$ cat src/rtl/score_bcd_tracker.sv
// Snake-game score keeper: 4-digit BCD score with saturation, session high score,
// and selection of the value handed to the SSD scanner (blinking score/high in OVER).
module score_bcd_tracker #(
    parameter int POINTS_PER_FOOD = 1,
    parameter int BLINK_DIV       = 25_000_000
) (
    input  logic       clk,
    input  logic       rst,
    input  logic       eat,
    input  logic       game_over,
    input  logic       new_game,
    input  logic       show_high,
    output logic [3:0] b0,
    output logic [3:0] b1,
    output logic [3:0] b2,
    output logic [3:0] b3,
    output logic       disp_en
);

    localparam int CW = $clog2(BLINK_DIV);

    typedef enum logic [1:0] {
        IDLE = 2'd0,
        PLAY = 2'd1,
        OVER = 2'd2
    } state_t;

    state_t        state;
    logic [15:0]   score;
    logic [15:0]   high;
    logic [CW-1:0] blink_cnt;
    logic          blink_sel;

    logic [15:0]   inc_score;
    logic [15:0]   next_score;
    logic [4:0]    addend;
    logic [4:0]    dsum;
    logic [15:0]   src;

    // Ripple the points through the four decimal digits; a carry out of the
    // thousands digit means the true sum passed 9999, so clamp there.
    always_comb begin
        inc_score = '0;
        addend    = 5'(POINTS_PER_FOOD);
        dsum      = '0;
        for (int i = 0; i < 4; i++) begin
            dsum = {1'b0, score[4*i +: 4]} + addend;
            if (dsum > 5'd9) begin
                inc_score[4*i +: 4] = 4'(dsum - 5'd10);
                addend              = 5'd1;
            end else begin
                inc_score[4*i +: 4] = dsum[3:0];
                addend              = 5'd0;
            end
        end
        next_score = (addend != 5'd0) ? 16'h9999 : inc_score;
    end

    always_comb begin
        src = score;
        if (state == OVER) begin
            src = blink_sel ? high : score;
        end else if (show_high) begin
            src = high;
        end
    end

    // Packed BCD compares in the same order as a most-significant-digit-first
    // decimal compare. Score is frozen in OVER, so refreshing high on every
    // OVER edge gives the same result as updating only on the first one.
    always_ff @(posedge clk) begin
        if (rst) begin
            state     <= IDLE;
            score     <= '0;
            high      <= '0;
            blink_cnt <= '0;
            blink_sel <= 1'b0;
            b0        <= '0;
            b1        <= '0;
            b2        <= '0;
            b3        <= '0;
            disp_en   <= 1'b0;
        end else begin
            disp_en <= 1'b1;
            b0      <= src[3:0];
            b1      <= src[7:4];
            b2      <= src[11:8];
            b3      <= src[15:12];

            case (state)
                IDLE: begin
                    if (new_game) begin
                        state <= PLAY;
                        score <= '0;
                    end
                end
                PLAY: begin
                    if (new_game) begin
                        score <= '0;
                    end else begin
                        if (eat) begin
                            score <= next_score;
                        end
                        if (game_over) begin
                            state <= OVER;
                        end
                    end
                end
                OVER: begin
                    high <= (score > high) ? score : high;
                    if (new_game) begin
                        state <= PLAY;
                        score <= '0;
                    end
                end
                default: state <= IDLE;
            endcase

            if (state == OVER && !new_game) begin
                if (blink_cnt == CW'(BLINK_DIV - 1)) begin
                    blink_cnt <= '0;
                    blink_sel <= ~blink_sel;
                end else begin
                    blink_cnt <= blink_cnt + CW'(1);
                end
            end else begin
                blink_cnt <= '0;
                blink_sel <= 1'b0;
            end
        end
    end

endmodule

$ cat config.mk
export PLATFORM = sky130hd
export DESIGN_NAME = score_bcd_tracker
export DESIGN_NICKNAME = d
export VERILOG_FILES = /design/src/rtl/score_bcd_tracker.sv
export SDC_FILE = /design/constraint.sdc
export NUM_CORES = 1
export LEC_CHECK = 0
export BUFFER_PORTS_ARGS = -buffer_cell sky130_fd_sc_hd__buf_2
export CAP_MARGIN = 15
export CORE_UTILIZATION = 60
export CTS_CLUSTER_SIZE = 30
export DETAILED_ROUTE_END_ITERATION = 10
export PLACE_DENSITY = 0.79
export SYNTH_ARGS = -nofsm -noshare
export SYNTH_HDL_FRONTEND = slang
export SYNTH_SLANG_ARGS = --single-unit
$ cat constraint.sdc
create_clock -name clk -period 12.13 [get_ports clk]
set_input_delay 2.426 -clock clk [delete_from_list [all_inputs] [get_ports clk]]
set_output_delay 2.426 -clock clk [all_outputs]
set_load 0.01 [all_outputs]
==> load_flow_metrics.sql, run 1 <==
INSERT INTO impl_metrics (metric_group, metric, value, unit) VALUES
('run_status', 'outcome', 'finished, violations left', ''),
('run_status', 'failing_checks', 'DRC', ''),
('detailed_routing', 'route.detailed.drc', '4', ''),
('sta', 'tightest_slew_margin_relative_to_the_limit', '45.87', '%'),
('yosys', 'yosys.area.top_type_share', '38.02', '%'),
('yosys', 'synthArstFlopShare', '0', '%'),
('cts', 'tritoncts', 'built', ''),
('setup_path', 'critical_path_class', 'reg2reg', ''),
('cts', 'clock_pin_slew_on_the_worst_setup_and_hold_paths', '0.08', 'ns'),
('die', 'horizontal_extent_of_the_die', '84.20', 'µm'),
('die', 'std_cell_rows', '29', ''),
('die', 'chipHeight', '84.20', 'µm'),
('sta', 'timing.clock.skew', '0.008838', 'ns'),
('power', 'ir_drop', '0.05410', 'mV'),
('sta', 'worst-slew-pin-transition', '0.8120', 'ns'),
('sta', 'finalCritPeriodShare', '48.50', '%'),
('detailed_routing', 'vias', '3375', ''),
('cells_and_area', 'area_delta_synth_final', '6.574', '%'),
('power', 'fraction_of_power_consumed_by_combinational_cells', '2.7', '%'),
('yosys', 'synth_nets', '511', ''),
('cts', 'cts-hold-fix-buffers', '0', ''),
('setup_path', 'timing.critical_path.required', '12.41', 'ns'),
('power', 'power_switching_share', '23.60', '%'),
('sta', 'final-setup-viol-count', '0', ''),
('cells_and_area', 'antenna_cells', '0', ''),
('grt', 'grt_antenna_before_repair', '0', ''),
('detailed_routing', 'dr.first_iter.drc_count', '109', ''),
('cells_and_area', 'layout-drive-gt1-share', '12.47', '%'),
('flow_run', 'cap_violations', '0', ''),
('yosys', 'yosysSeqAreaShare', '38.02', '%'),
('yosys', 'synth_edf_count', '0', ''),
('cells_and_area', 'post_layout_utilization_of_the_core', '67.27', '%'),
('cts', 'ctsRootBufferMaster', 'sky130_fd_sc_hd__clkbuf_8', ''),
('setup_path', 'critPathMaxStageDelay', '0.51', 'ns'),
('placement', 'gp_routability_congestion', '0.8728', ''),
('power', 'static-leakage-power', '0.001633', 'µW'),
('sta', 'final_period_minus_worst_setup_slack', '5.884', 'ns'),
('yosys', 'synthesis.area', '4054', 'µm²'),
('detailed_routing', 'route.final.wire_length', '8.242', 'mm'),
('die', 'io_pins', '23', ''),
('yosys', 'synthesis.area_per_instance', '8.499', 'µm²'),
('placement', 'buffer_ports.inserted', '22', ''),
('die', 'start_util', '63.12', '%'),
('die', 'core-area', '6422', 'µm²'),
('cts', 'cts.repair_timing.setup_buffer_count', '0', ''),
('placement', 'detailedPlacementHpwl', '5.793', 'mm'),
('yosys', 'synthTopCellsByArea', 'sky130_fd_sc_hd__dfxtp_1, sky130_fd_sc_hd__ha_1, sky130_fd_sc_hd__nor2_1, sky130_fd_sc_hd__a21oi_1, sky130_fd_sc_hd__xnor2_1', ''),
('setup_path', 'cp-start-kind', 'flop', ''),
('die', 'die-area', '7089', 'µm²'),
('grt', 'grt_start_max_net_pins', '33', ''),
('cts', 'cts-htree-levels', '3', ''),
('sta', 'rsz0062_at_grt', 'false', ''),
('power', 'power.switching', '105.6', 'µW'),
('detailed_routing', 'vias_per_cell', '5.963', ''),
('cts', 'clkLatencyLatePin', '0.36', 'ns'),
('detailed_routing', 'drtAntennaViolNets', '0', ''),
('power', 'p_clk_share', '40.5', '%'),
('yosys', 'post_synth_inst_count', '477', ''),
('worst_hold_path', 'hold_class', 'reg2reg', ''),
('setup_path', 'worst_path_max_delay_cell', 'sky130_fd_sc_hd__dfxtp_1', ''),
('power', 'power_density_normalized_to_cell_area', '103.6', 'nW/µm²'),
('sta', 'timing_max_transition_violations_final', '0', ''),
('setup_path', 'cp_max_fo', '10', ''),
('yosys', 'post-synth-top-area-cell', 'sky130_fd_sc_hd__dfxtp_1', ''),
('grt', 'grt_first_pass_wirelength', '14.06', 'mm'),
('cts', 'max-clock-path-buffers', '2', ''),
('setup_path', 'timing.critical_path.mode_cell', 'sky130_fd_sc_hd__ha_1', ''),
('grt', 'grtUsageTotal', '24.82', '%'),
('detailed_routing', 'drt-pass1-iter-count', '7', ''),
('yosys', 'synth_cell_type_count', '60', ''),
('sta', 'final.setup.tns', '0', 'ns');
[Yosys cell counts, drive strengths merged, types with 3 or more instances]
cell and n:
xor2 11, xnor2 20, clkbuf 21, buf 6
and2 4, o21ai 10, ha 28, or4 4
a21o 4, nand2b 5, nand4 9, inv 30
a22o 18, a211oi 4, or2 3, nor2 72
nand2 34, a21oi 38, o211ai 5, nand3 12
nor3 11, and3 5, nor4 6, dfxtp 77
[state kept, by name, summed over array words and instances (netlist names)]
register / cells
blink_cnt: 25
b2: 4
high: 16
blink_sel: 1
b3: 4
disp_en: 1
score: 16
b0: 4
b1: 4
state: 2
[cell type report]
class	instances	area, µm²
flip-flops and latches	77	1541
well taps	77	96.34
multi-input cells	343	2266
inverters	30	112.6
clock buffers	11	151.4
repair buffers	23	117.6
clock inverters	5	35.03
fillers	544	2102
[stage by stage]
stage | std cells | hold slack [ns] | total power, µW | instance area, µm²
2_1_floorplan | 477 | 0.4259 | 268.7 | 4054
3_3_place_gp | 550 | 0.4395 | 271.7 | 4134
3_5_place_dp | 550 | 0.4573 | 271.9 | 4134
4_1_cts | 566 | 0.4753 | 451.1 | 4320
5_1_grt | 566 | 0.4971 | 464.6 | 4320
6_report | 566 | 0.4677 | 447.4 | 4320
[critical path: cells and delay by family, from the launching register on]
kind,cells,cell delay (ns)
AND/OR/NAND/NOR,5,1.18
flip-flops,1,0.51
adder cells (fa/ha/maj),8,2.19
AO/OA/AOI/OAI,8,1.39
buffers and inverters,4,0.54
[final timing paths]
path | slack (ns) | endpoint | startpoint | cells past startpoint
setup / recovery | 6.25 | score[1] | score[0] | 25
hold / removal | 0.47 | blink_cnt[0] | blink_cnt[0] | 1
setup reg to reg | 6.25 | score[1] | score[0] | 25
hold reg to reg | 0.47 | blink_cnt[0] | blink_cnt[0] | 1
[cell families after synthesis]
logic type / synth area share [%]
simple gates: 21.36
compound gates: 18.33
flops: 38.02
buf+inv: 6.173
xor+xnor: 6.698
fa+ha+maj: 8.642
mux: 0.7716
[power groups by stage]
| stage | logic [µW] | registers (µW) | clock network (µW) |
|---|---|---|---|
| final | 12.3 | 254 | 181 |
| after global routing | 13.5 | 254 | 197 |
| after CTS | 12.1 | 254 | 185 |
| after detailed placement | 12.1 | 260 | 0 |
| after global placement | 11.9 | 260 | 0 |
| after floorplan | 9.01 | 260 | 0 |
[routing by layer]
| layer | wire length [µm] | vias up | part of all wire [%] | track usage (%) |
|---|---|---|---|---|
| met5 | 0 | - | 0 | 0 |
| met4 | 183 | 0 | 2.2 | 10.19 |
| met3 | 337 | 20 | 4.1 | 6.883 |
| met2 | 4082 | 65 | 50 | 43.14 |
| met1 | 3639 | 1607 | 44 | 28.86 |
| li1 | - | 1683 | - | - |
[cell usage in the layout, fill, tap and decap left out, drive strengths merged, types with 5 or more instances in the layout]
cell    synthesis  layout
a22o           18      18
xor2           11      11
dfxtp          77      77
nand2b          5       5
buf             6      23
nor4            6       6
ha             28      28
nand2          34      34
nand4           9       9
nor3           11      11
o21ai          10      10
and3            5       5
a21oi          38      38
nor2           72      72
nand3          12      12
inv            30      30
o211ai          5       5
clkbuf         21      11
xnor2          20      20
(Power assumes the default switching activity.)
==> inputs of run 2 (changes only) <==
--- a/config.mk
+++ b/config.mk
@@ -7,10 +7,10 @@
 export LEC_CHECK = 0
 export BUFFER_PORTS_ARGS = -buffer_cell sky130_fd_sc_hd__buf_2
 export CAP_MARGIN = 15
-export CORE_UTILIZATION = 60
+export CORE_UTILIZATION = 55
 export CTS_CLUSTER_SIZE = 30
 export DETAILED_ROUTE_END_ITERATION = 10
-export PLACE_DENSITY = 0.79
+export PLACE_DENSITY = 0.76
 export SYNTH_ARGS = -nofsm -noshare
 export SYNTH_HDL_FRONTEND = slang
 export SYNTH_SLANG_ARGS = --single-unit
==> constraint.sdc (replaced) <==
create_clock -name clk -period 5.2 [get_ports clk]
set_input_delay 1.04 -clock clk [delete_from_list [all_inputs] [get_ports clk]]
set_output_delay 1.04 -clock clk [all_outputs]
set_load 0.01 [all_outputs]
==> run 2 against run 1 <==
Net effect:
- the run now ends clean
- maximum frequency up 18%
- core utilization down 2.4 points
- cell count up 4.9%
- sequential share of layout area down 1.4 points
- register-to-register slack worse by 6.0 ns
- wire length up 3.1%
- critical endpoint unchanged
- largest cell class unchanged
- cell area up 4.3%
==> load_flow_metrics.sql, run 2 (same netlist as run 1, synthesis figures left out) <==
INSERT INTO impl_metrics (metric_group, metric, value, unit) VALUES
('run_status', 'outcome', 'finished, final reports clean', ''),
('cts', 'cts-htree-levels', '3', ''),
('die', 'horizontal_extent_of_the_die', '87.85', 'µm'),
('die', 'start_util', '58.38', '%'),
('sta', 'fmaxAchievable', '0.2001', 'GHz'),
('cts', 'cts_buffers', '9', ''),
('die', 'std_cell_rows', '30', ''),
('sta', 'tightest_slew_margin_relative_to_the_limit', '47.83', '%'),
('power', 'ir_drop', '0.1696', 'mV'),
('sta', 'final_period_minus_worst_setup_slack', '4.997', 'ns'),
('cells_and_area', 'area.sequential', '1544', 'µm²'),
('sta', 'timing.clock.skew', '0.006697', 'ns'),
('die', 'die-area', '7718', 'µm²'),
('sta', 'timing.final.ws_setup', '0.2031', 'ns'),
('detailed_routing', 'route.final.wire_length', '8.494', 'mm'),
('grt', 'globalRouteOverflowTotal', '0', ''),
('cells_and_area', 'layout-drive-gt1-share', '16.27', '%'),
('cts', 'cts_num_sinks', '77', ''),
('setup_path', 'worstSetupEndpointType', 'flop', ''),
('setup_path', 'cp_max_fo', '5', ''),
('worst_hold_path', 'hold_depth', '1', ''),
('cells_and_area', 'antenna_cells', '0', ''),
('cells_and_area', 'area_delta_synth_final', '11.11', '%'),
('grt', 'first_global_vias', '3143', ''),
('power', 'power_density_normalized_to_cell_area', '248.3', 'nW/µm²'),
('cells_and_area', 'largest_register_ff_count', '25', ''),
('setup_path', 'cp-start-kind', 'flop', ''),
('cells_and_area', 'layout_commonest_cell', 'sky130_fd_sc_hd__dfxtp_1', ''),
('cells_and_area', 'filler_cell_count', '584', ''),
('cells_and_area', 'post_layout_utilization_of_the_core', '64.86', '%'),
('grt', 'grt_antenna_before_repair', '0', ''),
('sta', 'worst-slew-pin-transition', '0.7826', 'ns'),
('power', 'static-leakage-power', '0.001686', 'µW'),
('sta', 'timing.hold.ws', '0.4656', 'ns'),
('cts', 'clkLatencyLatePin', '0.35', 'ns'),
('die', 'core-area', '6944', 'µm²'),
('detailed_routing', 'vias', '3342', ''),
('sta', 'final_hold_viol_count', '0', ''),
('detailed_routing', 'wire_per_inst', '14.30', 'µm'),
('detailed_routing', 'drt-pass1-iter-count', '4', ''),
('grt', 'grt_start_max_net_pins', '33', ''),
('placement', 'buffer_ports.inserted', '22', ''),
('detailed_routing', 'dr.first_iter.drc_count', '172', ''),
('flow_run', 'cap_violations', '0', ''),
('placement', 'detailedPlacementHpwl', '5.916', 'mm'),
('cts', 'tritoncts', 'built', ''),
('setup_path', 'arrival', '5.26', 'ns'),
('cts', 'ctsRootBufferMaster', 'sky130_fd_sc_hd__clkbuf_8', ''),
('setup_path', 'worst-r2r-cell-count', '24', ''),
('placement', 'instance_area_at_placement', '4252', 'µm²'),
('setup_path', 'critPathMaxStageDelay', '0.51', 'ns'),
('cells_and_area', 'reg.largest.list', 'blink_cnt x25, high x16, score x16', ''),
('detailed_routing', 'drtAntennaViolNets', '0', ''),
('grt', 'grtUsageTotal', '23.94', '%'),
('cts', 'cts.repair_timing.setup_buffer_count', '0', ''),
('detailed_routing', 'vias_per_cell', '5.626', ''),
('placement', 'place_ws', '-0.04918', 'ns'),
('detailed_routing', 'route.detailed.drc', '0', ''),
('cells_and_area', 'multi_input_area', '2321', 'µm²'),
('grt', 'grt_use_met2', '41.16', '%'),
('grt', 'busiest_layer', 'met2', ''),
('grt', 'globalRouteMet1Util', '28.32', '%'),
('cells_and_area', 'most_flop_heavy_register', 'blink_cnt', ''),
('sta', 'final-setup-viol-count', '0', ''),
('sta', 'final.setup.tns', '0', 'ns'),
('sta', 'finalCritPeriodShare', '96.09', '%'),
('worst_hold_path', 'hold_class', 'reg2reg', ''),
('placement', 'gp_routability_congestion', '0.9728', ''),
('setup_path', 'crit_path_cell_trace', 'inv_1 -> ha_4 -> inv_2 -> ha_1 -> nand2b_1 -> a21oi_2 -> a21oi_2 -> nor3_2 -> ha_2 -> ha_4 -> o22a_1 -> o22a_1 -> ha_2 -> ha_4 -> inv_1 -> a21oi_1 -> o221a_2 -> ha_1 -> ha_1 -> nand2b_1 -> a31o_2 -> and3_1 -> or4b_1 -> o211ai_1', ''),
('cts', 'clock_pin_slew_on_the_worst_setup_and_hold_paths', '0.08', 'ns'),
('setup_path', 'critical_path_class', 'reg2reg', ''),
('sta', 'timing_max_transition_violations_final', '0', ''),
('cts', 'max-clock-path-buffers', '2', ''),
('cells_and_area', 'final_design_area_no_fill', '4504', 'µm²'),
('setup_path', 'worst_path_max_delay_cell', 'sky130_fd_sc_hd__or4b_1', ''),
('cells_and_area', 'nets_final', '528', ''),
('grt', 'grt.met3_usage', '3.676', '%'),
('die', 'io_pins', '23', ''),
('grt', 'grt_first_pass_wirelength', '14.23', 'mm'),
('die', 'chipHeight', '87.85', 'µm'),
('cells_and_area', 'most-common-layout-cells', 'sky130_fd_sc_hd__dfxtp_1, sky130_fd_sc_hd__nor2_1, sky130_fd_sc_hd__a21oi_1, sky130_fd_sc_hd__nand2_1, sky130_fd_sc_hd__inv_1', ''),
('setup_path', 'timing.critical_path.required', '5.47', 'ns');
[run 2: timing repair]
| action | CTS | global route |
|---|---|---|
| pin swaps | 0 | 2 |
| hold buffers | 0 | 0 |
| endpoints found under the setup margin | 1 | 11 |
| resized for setup | 2 | 6 |
[run 2: stage by stage]
step                      std cells  power (µW)
after floorplan                 477       627.6
after global placement          579       635.8
after detailed placement        579       636.5
after CTS                       594        1125
after global routing            594        1151
final                           594        1118
[run 2: layout make-up]
class	instances	area share, %
sequential	77	34.28
inverter	30	2.500
clock inverter	4	1.611
timing repair buffer	33	4.278
clock buffer	11	3.139
tap	96	2.667
multi-input combinational	343	51.53
[run 2: power by group]
part	internal [µW]	switching [µW]	leakage (µW)
logic	8.71	22.3	0.000959
clock network	280	215	0.000105
registers	591	1.35	0.000622
total	879	239	0.00169
[run 2: final timing paths]
path | from | endpoint | slack (ns)
min | blink_cnt[0] | blink_cnt[0] | 0.47
max | score[0] | score[1] | 0.20
min reg2reg | blink_cnt[0] | blink_cnt[0] | 0.47
max reg2reg | score[0] | score[1] | 0.20
[run 2: worst max-delay path, delay by kind of cell, from the launching register on]
| kind | cells | cell delay (ns) |
|---|---|---|
| adder cells (fa/ha/maj) | 8 | 1.80 |
| buffers and inverters | 3 | 0.23 |
| flip-flops | 1 | 0.35 |
| AND/OR/NAND/NOR | 5 | 1.17 |
| AO/OA/AOI/OAI | 8 | 1.38 |
[run 2: layer usage]
| layer | vias to the layer above | routed length, µm |
|---|---|---|
| met5 | - | 0 |
| li1 | 1700 | - |
| met3 | 20 | 244 |
| met1 | 1565 | 3826 |
| met2 | 57 | 4160 |
| met4 | 0 | 263 |
